## config.mk

```make
export PLATFORM = sky130hd
export DESIGN_NAME = falu_sequencer
export DESIGN_NICKNAME = d
export VERILOG_FILES = /design/src/rtl/falu_sequencer.sv
export SDC_FILE = /design/constraint.sdc
export NUM_CORES = 1
export LEC_CHECK = 0
export CORE_MARGIN = 2
export CORE_UTILIZATION = 48
export CTS_CLUSTER_DIAMETER = 200
export DETAILED_ROUTE_END_ITERATION = 16
export PLACE_DENSITY_LB_ADDON = 0.25
export SLEW_MARGIN = 10
export SYNTH_ARGS = -nofsm -noshare
export SYNTH_HDL_FRONTEND = slang
export SYNTH_SLANG_ARGS = --single-unit
```

## constraint.sdc

```tcl
create_clock -name clk -period 4.1 [get_ports clk]
set_input_delay 1.025 -clock clk [delete_from_list [all_inputs] [get_ports clk]]
set_output_delay 1.025 -clock clk [all_outputs]
set_load 0.05 [all_outputs]
```

## src/rtl/falu_sequencer.sv

```systemverilog
// falu_sequencer: buffers FP ALU commands in a FIFO, issues them one at a time, and returns results over ready/valid.
// Ports: cmd_* is the command push side (cmd_ready = !full) and alu_* is the ALU issue/result side.
// rsp_* is the response side, held until rsp_ready. sticky_flags is the OR of the captured ALU flags,
// and sticky_clr clears it. busy = FSM active or FIFO non-empty.
module falu_sequencer #(
  parameter int FIFO_DEPTH = 4,
  parameter int TIMEOUT    = 15
) (
  input  logic        clk,
  input  logic        rst,
  input  logic        cmd_valid,
  output logic        cmd_ready,
  input  logic [31:0] cmd_a,
  input  logic [31:0] cmd_b,
  input  logic [1:0]  cmd_op,
  input  logic        cmd_mode,
  input  logic        cmd_rnd,
  output logic        alu_start,
  output logic [31:0] alu_a,
  output logic [31:0] alu_b,
  output logic [1:0]  alu_op,
  output logic        alu_mode,
  output logic        alu_rnd,
  input  logic [31:0] alu_result,
  input  logic        alu_valid,
  input  logic [4:0]  alu_flags,
  output logic        rsp_valid,
  input  logic        rsp_ready,
  output logic [31:0] rsp_result,
  output logic [4:0]  rsp_flags,
  output logic        rsp_timeout,
  output logic [4:0]  sticky_flags,
  input  logic        sticky_clr,
  output logic        busy
);
  localparam int AW = $clog2(FIFO_DEPTH);
  localparam int CW = $clog2(TIMEOUT + 1);
  typedef enum logic [1:0] {IDLE, ISSUE, WAIT, RESP} state_t;
  state_t        r_state, w_next;
  logic [67:0]   r_mem [FIFO_DEPTH];
  logic [AW-1:0] r_wp, r_rp;
  logic [AW:0]   r_cnt;
  logic [CW-1:0] r_wcnt;
  logic          w_full, w_empty, w_push, w_pop, w_cap, w_tout;
  // full/empty come straight from the registered count, so a pop never frees a slot for a same-cycle push
  assign w_full    = r_cnt == (AW+1)'(FIFO_DEPTH);
  assign w_empty   = r_cnt == '0;
  assign cmd_ready = !w_full;
  assign w_push    = cmd_valid && !w_full;
  assign w_pop     = r_state == IDLE && !w_empty;
  assign w_cap     = r_state == WAIT && alu_valid;
  // a valid arriving in the last wait cycle takes priority over the timeout
  assign w_tout    = r_state == WAIT && !alu_valid && r_wcnt == CW'(TIMEOUT - 1);
  assign alu_start = r_state == ISSUE;
  assign rsp_valid = r_state == RESP;
  assign busy      = r_state != IDLE || !w_empty;
  always_comb begin
    w_next = r_state;
    unique case (r_state)
      IDLE:    w_next = w_empty ? IDLE : ISSUE;
      ISSUE:   w_next = WAIT;
      WAIT:    w_next = (w_cap || w_tout) ? RESP : WAIT;
      RESP:    w_next = rsp_ready ? IDLE : RESP;
      default: w_next = IDLE;
    endcase
  end
  always_ff @(posedge clk or posedge rst)
    if (rst) r_state <= IDLE;
    else     r_state <= w_next;
  always_ff @(posedge clk)
    if (w_push) r_mem[r_wp] <= {cmd_a, cmd_b, cmd_op, cmd_mode, cmd_rnd};
  always_ff @(posedge clk or posedge rst) begin
    if (rst) begin
      r_wp         <= '0;
      r_rp         <= '0;
      r_cnt        <= '0;
      r_wcnt       <= '0;
      alu_a        <= '0;
      alu_b        <= '0;
      alu_op       <= '0;
      alu_mode     <= 1'b0;
      alu_rnd      <= 1'b0;
      rsp_result   <= '0;
      rsp_flags    <= '0;
      rsp_timeout  <= 1'b0;
      sticky_flags <= '0;
    end else begin
      if (w_push) r_wp <= r_wp + 1'b1;
      if (w_pop) r_rp <= r_rp + 1'b1;
      r_cnt <= r_cnt + (AW+1)'(w_push) - (AW+1)'(w_pop);
      if (w_pop) {alu_a, alu_b, alu_op, alu_mode, alu_rnd} <= r_mem[r_rp];
      if (r_state == ISSUE) r_wcnt <= '0;
      else if (r_state == WAIT) r_wcnt <= r_wcnt + 1'b1;
      if (w_cap) {rsp_result, rsp_flags, rsp_timeout} <= {alu_result, alu_flags, 1'b0};
      else if (w_tout) {rsp_result, rsp_flags, rsp_timeout} <= {32'b0, 5'b0, 1'b1};
      if (w_cap) sticky_flags <= sticky_clr ? alu_flags : sticky_flags | alu_flags;
      else if (sticky_clr) sticky_flags <= '0;
    end
  end
endmodule

```

==> impl_metrics.py, run 1 <==
metrics = {
    "worst_setup_path": {
        "worst-path-max-fanout": 6,
        "worstSetupEndpointType": "primary output",
        "worst-endpoint-arrival_ns": 2.17,
        "worstSetupStartpointType": "flop",
        "crit_required_ns": 3.07,
        "ff_to_ff_path_depth": 4,
        "critPathKind": "flop to primary output",
    },
    "sta": {
        "timing.fmax_mhz": 313,
        "finalSetupTns_ns": 0,
        "finalHoldViolations": 0,
        "tightest_slew_ns": 1.07,
        "drv_slew": 0,
        "final_clock_period_utilization_by_the_worst_path": 0.780,
        "rsz0062_at_grt": "no",
        "report.final.setup_viol": 0,
        "slew_headroom": 0.288,
        "post-route-min-period_ns": 3.20,
        "final.setup.worst_slack_ns": 0.901,
        "final.setup_skew_ns": 0.0165,
    },
    "synth": {
        "synth_common_cells": "sky130_fd_sc_hd__edfxtp_1 (272), sky130_fd_sc_hd__nand2_1 (212), sky130_fd_sc_hd__dfrtp_1 (124)",
        "synth_cell_type_count": 33,
        "synth_enable_flop_cells": 272,
        "netlist_instances": 823,
        "yosys.area.top_type": "sky130_fd_sc_hd__edfxtp_1",
        "synth.yosys.warnings": 0,
        "number_of_flip_flops_and_latches_in_the_synthesized_netlist": 396,
        "synth.avg_cell_area_um2": 17.8,
        "synthArstFlopShare": 0.313,
        "synth_area_leaders": "sky130_fd_sc_hd__edfxtp_1 (56%), sky130_fd_sc_hd__dfrtp_1 (21%), sky130_fd_sc_hd__mux4_2 (10%), sky130_fd_sc_hd__nand2_1 (5.4%), sky130_fd_sc_hd__a22o_1 (2.2%)",
        "sequential_to_total_area_share_from_yosys_stat": 0.770,
        "ys.flop_type": "sky130_fd_sc_hd__edfxtp_1",
        "syn_nets": 948,
        "syn-cell-area_um2": 14600,
        "synth_largest_type_area_fraction": 0.558,
        "synth_most_common_cell": "sky130_fd_sc_hd__edfxtp_1",
    },
    "run": {
        "cap_violations": 0,
    },
    "clock_network": {
        "post_cts_resized": 0,
        "clock_insertion_delay_worst_skew_ns": 0.52,
        "postCtsHoldBufs": 0,
        "cts.repair_timing.setup_buffer_count": 0,
        "number_of_h_tree_levels": 2,
        "cts_root_buf": "sky130_fd_sc_hd__clkbuf_16",
        "cts_made_buffers": 41,
        "cts.sink_count": 396,
        "clk_path_buf_depth": 3,
        "tritoncts": "done",
        "clk_pin_slew_worst_paths_ns": 0.06,
    },
    "grt": {
        "grt_remaining_overflow": 0,
        "track_usage": 0.185,
        "first_pass_grt_wire_length_mm": 44.8,
        "via_count_of_the_first_global_routing_pass": 7903,
        "grt_start_max_net_pins": 70,
        "antenna_found_initial": 2,
    },
    "layout": {
        "multi_input_area_um2": 3140,
        "area_growth_syn_to_layout_pct": 27.9,
        "seqCellArea_um2": 11300,
        "fin_nets": 1190,
        "layout.filler_cells": 2140,
        "drive_above_1_share": 0.136,
    },
    "drt": {
        "route.detailed.drc": 0,
        "route.vias.total": 7691,
        "ant_nets": 0,
        "count_of_routing_violations_after_the_opening_detailed_route_iteration": 456,
        "average_vias_per_placed_instance": 5.17,
        "drtPass1Iterations": 5,
        "wire_per_inst_um": 19.6,
        "route.final.wire_length_mm": 29.2,
    },
    "min_path": {
        "worstHoldPathType": "flop to flop",
        "holdPathStages": 2,
    },
    "outcome": {
        "status": "finished clean",
    },
    "floorplanning": {
        "boundaryPins": 226,
        "die_w_um": 179,
        "placement_rows": 63,
        "dieArea_um2": 31900,
        "initial_core_util": 0.491,
        "die_y_um": 179,
        "placeableCoreArea_um2": 29800,
    },
    "power_and_ir_drop": {
        "power_leakage_uw": 0.00710,
        "peakVddDrop_uv": 562,
        "power_per_cell_area_nw_per_um2": 842,
    },
    "placement": {
        "io_buf_count": 225,
        "place_ws_ns": 1.17,
        "dp.final_hpwl_mm": 18.0,
        "gpl.final_weighted_congestion": 0.758,
    },
}
## stage by stage
| step | hold slack [ns] | utilization | instance area [um^2] | total power, uW | std cells |
|---|---|---|---|---|---|
| final | 0.472 | 0.628 | 18700 | 15700 | 1487 |
| after global routing | 0.501 | 0.628 | 18700 | 16600 | 1487 |
| after CTS | 0.475 | 0.628 | 18700 | 16000 | 1486 |
| after detailed placement | 0.461 | 0.584 | 17400 | 12400 | 1412 |
| after global placement | 0.458 | 0.584 | 17400 | 12300 | 1412 |
| after floorplan | 0.474 | - | 14600 | 10300 | 823 |
## worst max-delay path: stages (launching register included)
cell and delay (ns):
sky130_fd_sc_hd__dfrtp_1 0.45, sky130_fd_sc_hd__or3b_4 0.46, sky130_fd_sc_hd__clkdlybuf4s50_1 0.75
## power by group
part           leakage (uW)  switching [uW]  total (uW)  internal, uW
sequential          0.00403             696        6190          5500
combinational       0.00243            3680        5980          2300
clock              0.000633            1430        3580          2150
## per-layer routing
metal | vias up | track usage | share of wire
met2 | 243 | 0.293 | 0.47
met5 | - | 0 | 0
met3 | 33 | 0.0411 | 0.073
li1 | 3551 | - | -
met1 | 3864 | 0.265 | 0.44
met4 | 0 | 0.0440 | 0.017
## cells by family (layout without fill, tap and decap cells)
group	count (synthesis)	in the layout	share of synthesized area
flip-flops	396	396	0.770
AND/OR/NAND/NOR	229	229	0.0618
multiplexers	72	72	0.108
buffers and inverters	56	329	0.0162
AO/OA/AOI/OAI	51	51	0.0283
adder cells (fa/ha/maj)	14	14	0.0125
XOR/XNOR	5	5	0.00299
other	0	1	0
## cells in the final DEF (no fill, tap or decap), types with 2 or more instances in the layout
cell	count
sky130_fd_sc_hd__bufinv_16	3
sky130_fd_sc_hd__ha_1	13
sky130_fd_sc_hd__clkbuf_16	43
sky130_fd_sc_hd__nor2_1	3
sky130_fd_sc_hd__and3_4	4
sky130_fd_sc_hd__nand2_1	212
sky130_fd_sc_hd__clkinvlp_4	2
sky130_fd_sc_hd__a22o_1	37
sky130_fd_sc_hd__clkbuf_8	2
sky130_fd_sc_hd__nor2b_1	2
sky130_fd_sc_hd__clkinv_1	5
sky130_fd_sc_hd__dfrtp_1	122
sky130_fd_sc_hd__nand2b_1	2
sky130_fd_sc_hd__buf_4	7
sky130_fd_sc_hd__o21ai_0	9
sky130_fd_sc_hd__clkinv_2	3
sky130_fd_sc_hd__mux4_2	68
sky130_fd_sc_hd__clkdlybuf4s50_1	225
sky130_fd_sc_hd__mux2i_1	2
sky130_fd_sc_hd__edfxtp_1	272
sky130_fd_sc_hd__inv_1	15
sky130_fd_sc_hd__xnor2_1	4
sky130_fd_sc_hd__buf_12	6
sky130_fd_sc_hd__clkbuf_1	15
sky130_fd_sc_hd__dfrtp_4	2
## registers in the layout (all words and copies together), names as in the netlist, 3 cells and up
name,flops
r_mem,272
alu_a,32
rsp_flags,5
r_wcnt,4
r_cnt,3
sticky_flags,5
alu_b,32
rsp_result,32
## final cells by class
| type | instances | area share |
|---|---|---|
| Multi-Input combinational cell | 371 | 0.168 |
| Antenna cell | 1 | 0.000134 |
| Clock buffer | 60 | 0.0620 |
| Inverter | 17 | 0.00361 |
| Timing Repair Buffer | 238 | 0.130 |
| Sequential cell | 396 | 0.603 |
| Tap cell | 390 | 0.0261 |
| Clock inverter | 14 | 0.00782 |
## final timing paths
kind                            from         to  slack (ns)
max                         r_cnt[1]  cmd_ready        0.90
min                        alu_op[1]  alu_op[1]        0.47
max reg2reg                  r_rp[0]    alu_rnd        1.95
min reg2reg                alu_op[1]  alu_op[1]        0.47
max in group asynchronous        rst  alu_a[16]        2.43
min in group asynchronous        rst  alu_b[14]        1.00
(Power assumes the default switching activity.)
==> run 2: changes to the inputs <==
clock period = 2.7 ns   (was 4.1 ns; I/O delays follow)
==> run 2 against run 1 <==
Combinational power grew 60%. Clock power grew 52%. Clock skew shrank 0.0081 ns. Worst hold slack lost 0.0038 ns. Critical path type unchanged. Sequential share of layout area shrank 0.76 points. Worst setup slack lost 0.82 ns. Largest power group is now combinational cells. Critical endpoint is now rsp_valid. Clock-buffer cell count is the same.
==> impl_metrics.py, run 2 (synthesized netlist as in run 1, its figures left out) <==
metrics = {
    "outcome": {
        "status": "finished clean",
    },
    "worst_setup_path": {
        "critPathKind": "flop to primary output",
        "worstSetupEndpointType": "primary output",
        "reg2reg_slack_ns": 0.58,
        "worstSetupStartpointType": "flop",
        "crit_required_ns": 2.03,
        "cpPeakStageDelay_ns": 0.82,
        "reg2reg_from": "r_cnt[1]",
        "rr_endpoint": "r_cnt[2]",
        "critical_path.endpoint": "rsp_valid",
        "timing.critical_path.slowest_stage_cell": "sky130_fd_sc_hd__clkdlybuf4s50_1",
        "cp_cell_sequence": "ha_1, clkdlybuf4s50_1",
        "worst-path-max-fanout": 5,
        "worst-endpoint-arrival_ns": 1.94,
        "crit_path_start": "r_state[1]",
        "ff_to_ff_path_depth": 8,
    },
    "clock_network": {
        "cts_made_buffers": 41,
        "clock_insertion_delay_worst_skew_ns": 0.52,
        "cts_root_buf": "sky130_fd_sc_hd__clkbuf_16",
        "tritoncts": "done",
        "cts.sink_count": 396,
        "clk_pin_slew_worst_paths_ns": 0.06,
        "clk_path_buf_depth": 3,
        "number_of_h_tree_levels": 2,
        "cts.repair_timing.setup_buffer_count": 0,
    },
    "power_and_ir_drop": {
        "total_power_uw": 24200,
        "peakVddDrop_uv": 783,
        "power_leakage_uw": 0.00721,
        "pwr-share-clk": 0.224,
        "total_switching_power_uw": 8960,
        "power.share.switching": 0.370,
        "power.combinational.fraction": 0.394,
        "portion_of_total_power_attributed_to_sequential_cells": 0.382,
        "power_per_cell_area_nw_per_um2": 1280,
        "p_int_uw": 15300,
    },
    "sta": {
        "finalSetupTns_ns": 0,
        "drv_slew": 0,
        "final_clock_period_utilization_by_the_worst_path": 0.969,
        "finalHoldViolations": 0,
        "slew_headroom": 0.397,
        "timing.fmax_mhz": 382,
        "post-route-min-period_ns": 2.62,
        "rsz0062_at_grt": "no",
        "report.final.setup_viol": 0,
        "final.setup_skew_ns": 0.00844,
        "tightest_slew_ns": 0.905,
    },
    "layout": {
        "area_growth_syn_to_layout_pct": 29.5,
        "fin_nets": 1206,
        "drive_above_1_share": 0.151,
        "largest_reg_by_ff_count": "r_mem",
        "most-common-layout-cells": "sky130_fd_sc_hd__edfxtp_1 (272), sky130_fd_sc_hd__clkdlybuf4s50_1 (222), sky130_fd_sc_hd__nand2_1 (212), sky130_fd_sc_hd__dfrtp_1 (122), sky130_fd_sc_hd__mux4_2 (68)",
        "max_ffs_per_register": 272,
        "layout.cells.most_common": "sky130_fd_sc_hd__edfxtp_1",
    },
    "floorplanning": {
        "die_w_um": 179,
        "placeableCoreArea_um2": 29800,
        "placement_rows": 63,
        "boundaryPins": 226,
        "die_y_um": 179,
        "initial_core_util": 0.491,
        "dieArea_um2": 31900,
    },
    "drt": {
        "count_of_routing_violations_after_the_opening_detailed_route_iteration": 567,
        "route.final.wire_length_mm": 30.4,
        "average_vias_per_placed_instance": 5.25,
        "route.detailed.drc": 0,
        "drtPass1Iterations": 4,
        "ant_nets": 0,
        "route.vias.total": 7894,
        "wire_per_inst_um": 20.2,
    },
    "grt": {
        "grt_start_max_net_pins": 70,
        "antenna_found_initial": 1,
        "first_pass_grt_wire_length_mm": 46.9,
        "via_count_of_the_first_global_routing_pass": 8290,
        "grt_remaining_overflow": 0,
        "track_usage": 0.194,
    },
    "placement": {
        "gpl.final_weighted_congestion": 0.739,
        "io_buf_count": 225,
        "dp.final_hpwl_mm": 19.1,
    },
    "min_path": {
        "worstHoldPathType": "flop to flop",
    },
    "run": {
        "cap_violations": 0,
    },
}
## run 2: cell types whose count changed in the layout (fill, tap and decap cells not counted), sizes merged
cell / change
bufinv: -1
inv: -1
clkdlybuf4s50: -3
buf: +17
clkinvlp: +1
clkinv: +2
dlygate4sd2: +2
## run 2: worst min-delay path by stage
stage / start / endpoint / slack [ns] / cells past startpoint
after detailed placement: alu_a[31] / alu_a[31] / 0.46 / 2
after floorplan: r_wcnt[2] / r_wcnt[2] / 0.47 / 2
after global routing: alu_b[7] / alu_b[7] / 0.49 / 2
after CTS: alu_b[7] / alu_b[7] / 0.48 / 2
final: alu_b[7] / alu_b[7] / 0.47 / 2
after global placement: alu_b[7] / alu_b[7] / 0.46 / 2
## run 2: cell type report
cell class                 count  area (um^2)
timing repair buffer         254         2650
clock buffer                  60         1190
antenna                        1         2.50
inverter                      17         67.6
multi-input combinational    371         3140
sequential                   396        11300
clock inverter                15          126
tap                          390          488
fill                        2174        10800
## run 2: metrics by stage
step                      hold slack (ns)   util  worst slack, ns  area (um^2)  instances
final                               0.468  0.636           0.0842        18900       1504
after global routing                0.489  0.636           0.0263        18900       1503
after CTS                           0.476  0.636           0.0597        18900       1503
after detailed placement            0.461  0.592            0.232        17600       1428
after global placement              0.458  0.592            0.226        17600       1428
after floorplan                     0.474      -            0.500        14600        823
## run 2: repair_timing
item / in CTS / in global routing
gates resized for setup: 2 / 0
hold buffers: 0 / 0
setup endpoints to repair: 2 / 0
## run 2: power by group through the flow
stage | Sequential (uW) | Clock [uW] | Combinational, uW
CTS | 9290 | 5550 | 9700
detailed placement | 9380 | 0 | 9660
floorplan | 11700 | 0 | 3910
global route | 9450 | 5800 | 10200
finish | 9250 | 5430 | 9550
global placement | 9310 | 0 | 9560
## run 2: per-layer routing
layer	track usage	wire length, um
met1	0.272	13100
met2	0.314	14700
met3	0.0428	2200
met4	0.0454	470
met5	0	0
## run 2: worst max-delay path, delay by kind of cell (launching register included)
kind | cells | cell delay [ns]
adders and majority gates | 1 | 0.20
DFF | 1 | 0.40
buffers and inverters | 1 | 0.82
==> run 3: changes to the inputs <==
SLEW_MARGIN = 15   (was 10)
clock period = 2.37 ns   (was 2.7 ns; I/O delays follow)
==> run 3 against run 2 <==
Wire length fell by 3.1%. Highest routed layer is now met5. Critical path depth is 1 lower. Design area decreased by 0.26%. Global-route usage down 0.37 points. Worst setup slack worse by 0.036 ns. Sequential share of layout area up 0.15 points. Die area stayed put. Clock-buffer cell count is 4 lower. Clock skew is 0.016 ns higher. Largest cell class unchanged. Non-clock buffer count is the same. Flip-flop and latch count did not move.
==> impl_metrics.py, run 3 (synthesized netlist as in run 1, its figures left out) <==
metrics = {
    "outcome": {
        "status": "finished clean",
    },
    "drt": {
        "route.final.wire_length_mm": 29.5,
        "count_of_routing_violations_after_the_opening_detailed_route_iteration": 465,
        "route.detailed.drc": 0,
        "top_layer_in_use": "met5",
        "wire_per_inst_um": 19.6,
        "route.vias.total": 7852,
        "met3RoutedLength_mm": 2.04,
        "drt-met1-wl_mm": 12.8,
        "ant_nets": 0,
        "average_vias_per_placed_instance": 5.22,
        "drtPass1Iterations": 4,
        "detailroute.wirelength.met2_mm": 14.0,
    },
    "floorplanning": {
        "dieArea_um2": 31900,
        "die_w_um": 179,
        "initial_core_util": 0.491,
        "die_y_um": 179,
        "placement_rows": 63,
        "boundaryPins": 226,
        "placeableCoreArea_um2": 29800,
    },
    "worst_setup_path": {
        "critPathKind": "flop to primary output",
        "worst-endpoint-arrival_ns": 1.73,
        "reg2reg_from": "r_cnt[1]",
        "crit_family": "buffers and inverters",
        "critical_path_buf_inv_count": 1,
        "worst-path-max-fanout": 2,
        "crit_required_ns": 1.78,
        "worstSetupEndpointType": "primary output",
        "cp_cell_sequence": "clkdlybuf4s50_1",
        "rr_endpoint": "r_cnt[2]",
        "ff_to_ff_path_depth": 8,
        "reg2reg_slack_ns": 0.28,
        "timing.critical_path.slowest_stage_cell": "sky130_fd_sc_hd__clkdlybuf4s50_1",
        "worstSetupStartpointType": "flop",
        "cpPeakStageDelay_ns": 0.82,
    },
    "clock_network": {
        "number_of_h_tree_levels": 2,
        "tritoncts": "done",
        "clk_pin_slew_worst_paths_ns": 0.06,
        "clock_insertion_delay_worst_skew_ns": 0.53,
        "clk_path_buf_depth": 3,
        "cts_made_buffers": 41,
        "postCtsHoldBufs": 0,
        "cts.sink_count": 396,
        "cts_root_buf": "sky130_fd_sc_hd__clkbuf_16",
        "cts.repair_timing.setup_buffer_count": 0,
    },
    "power_and_ir_drop": {
        "p_int_uw": 17200,
        "power.combinational.fraction": 0.397,
        "peakVddDrop_uv": 909,
        "total_switching_power_uw": 10200,
        "pwr-share-clk": 0.221,
        "power.share.switching": 0.372,
        "power_per_cell_area_nw_per_um2": 1450,
        "portion_of_total_power_attributed_to_sequential_cells": 0.382,
        "power_leakage_uw": 0.00728,
    },
    "sta": {
        "finalSetupTns_ns": 0,
        "post-route-min-period_ns": 2.32,
        "timing.fmax_mhz": 431,
        "drv_slew": 0,
        "final_clock_period_utilization_by_the_worst_path": 0.980,
        "slew_headroom": 0.419,
        "rsz0062_at_grt": "no",
        "final.setup_skew_ns": 0.0243,
        "tightest_slew_ns": 0.871,
        "finalHoldViolations": 0,
        "report.final.setup_viol": 0,
    },
    "min_path": {
        "worstHoldPathType": "primary input to async pin",
    },
    "layout": {
        "fin_area_um2": 18900,
        "most-common-layout-cells": "sky130_fd_sc_hd__edfxtp_1 (272), sky130_fd_sc_hd__clkdlybuf4s50_1 (213), sky130_fd_sc_hd__nand2_1 (212), sky130_fd_sc_hd__dfrtp_1 (122), sky130_fd_sc_hd__mux4_2 (68)",
        "max_ffs_per_register": 272,
        "fin_nets": 1206,
        "area_growth_syn_to_layout_pct": 29.2,
        "drive_above_1_share": 0.156,
        "largest_reg_by_ff_count": "r_mem",
        "layout.cells.most_common": "sky130_fd_sc_hd__edfxtp_1",
    },
    "grt": {
        "grt_remaining_overflow": 0,
        "antenna_found_initial": 2,
        "track_usage": 0.191,
        "via_count_of_the_first_global_routing_pass": 8243,
        "grt_start_max_net_pins": 77,
        "first_pass_grt_wire_length_mm": 46.1,
    },
    "placement": {
        "placedInstanceArea_um2": 17600,
        "io_buf_count": 225,
        "dp.final_hpwl_mm": 18.4,
        "gpl.final_weighted_congestion": 0.724,
    },
    "run": {
        "cap_violations": 0,
    },
}
==> run 3: changes by cell type in the layout (fill, tap and decap cells not counted), sizes merged, moves of 2 or more <==
cell           before  now
dlygate4sd2         2    4
dlymetal6s2s        0    5
clkinvlp            3    1
clkbuf             60   56
buf                30   32
clkinv             10   15
inv                17   19
clkdlybuf4s50     222  213
==> run 3: how the worst max path moves through the flow <==
stage | start | end | cells after the start
after CTS | alu_a[3] | alu_a[3] | 1
after global routing | rsp_result[26] | rsp_result[26] | 1
after global placement | cmd_valid | r_cnt[2] | 8
final | alu_b[21] | alu_b[21] | 1
after detailed placement | cmd_valid | r_cnt[2] | 8
after floorplan | r_cnt[1] | r_cnt[2] | 8
==> run 3: metrics by stage <==
stage	util	hold WS, ns	cells	total power (uW)	setup WS [ns]
after global placement	0.591	0.458	1428	21500	0.0198
final	0.634	0.347	1504	27400	0.0484
after global routing	0.634	0.348	1504	28900	0.00593
after detailed placement	0.591	0.461	1428	21700	0.00345
after CTS	0.634	0.326	1503	27800	0.000903
after floorplan	-	0.474	823	17800	0.189
==> run 3: power groups by stage <==
stage | Clock, uW | Sequential (uW) | Combinational, uW
after floorplan | 0 | 13300 | 4450
after detailed placement | 0 | 10600 | 11100
final | 6050 | 10500 | 10900
after global routing | 6500 | 10700 | 11700
after CTS | 6200 | 10500 | 11100
after global placement | 0 | 10500 | 10900
==> run 3: final cells by class <==
type	instances	area (um^2)
Fill cell	2185	10900
Sequential cell	396	11300
Antenna cell	1	2.50
Clock buffer	56	1140
Multi-Input combinational cell	371	3140
Inverter	17	67.6
Clock inverter	19	145
Tap cell	390	488
Timing Repair Buffer	254	2630
==> run 3: routing by layer <==
layer / vias up / GRT usage
li1: 3579 / -
met1: 3974 / 0.261
met2: 261 / 0.309
met3: 36 / 0.0420
met4: 2 / 0.0572
met5: - / 0
==> run 3: timing repair <==
item / in CTS / in global routing
pin swaps: 0 / 0
resized for setup: 4 / 5
endpoints found under the setup margin: 4 / 5
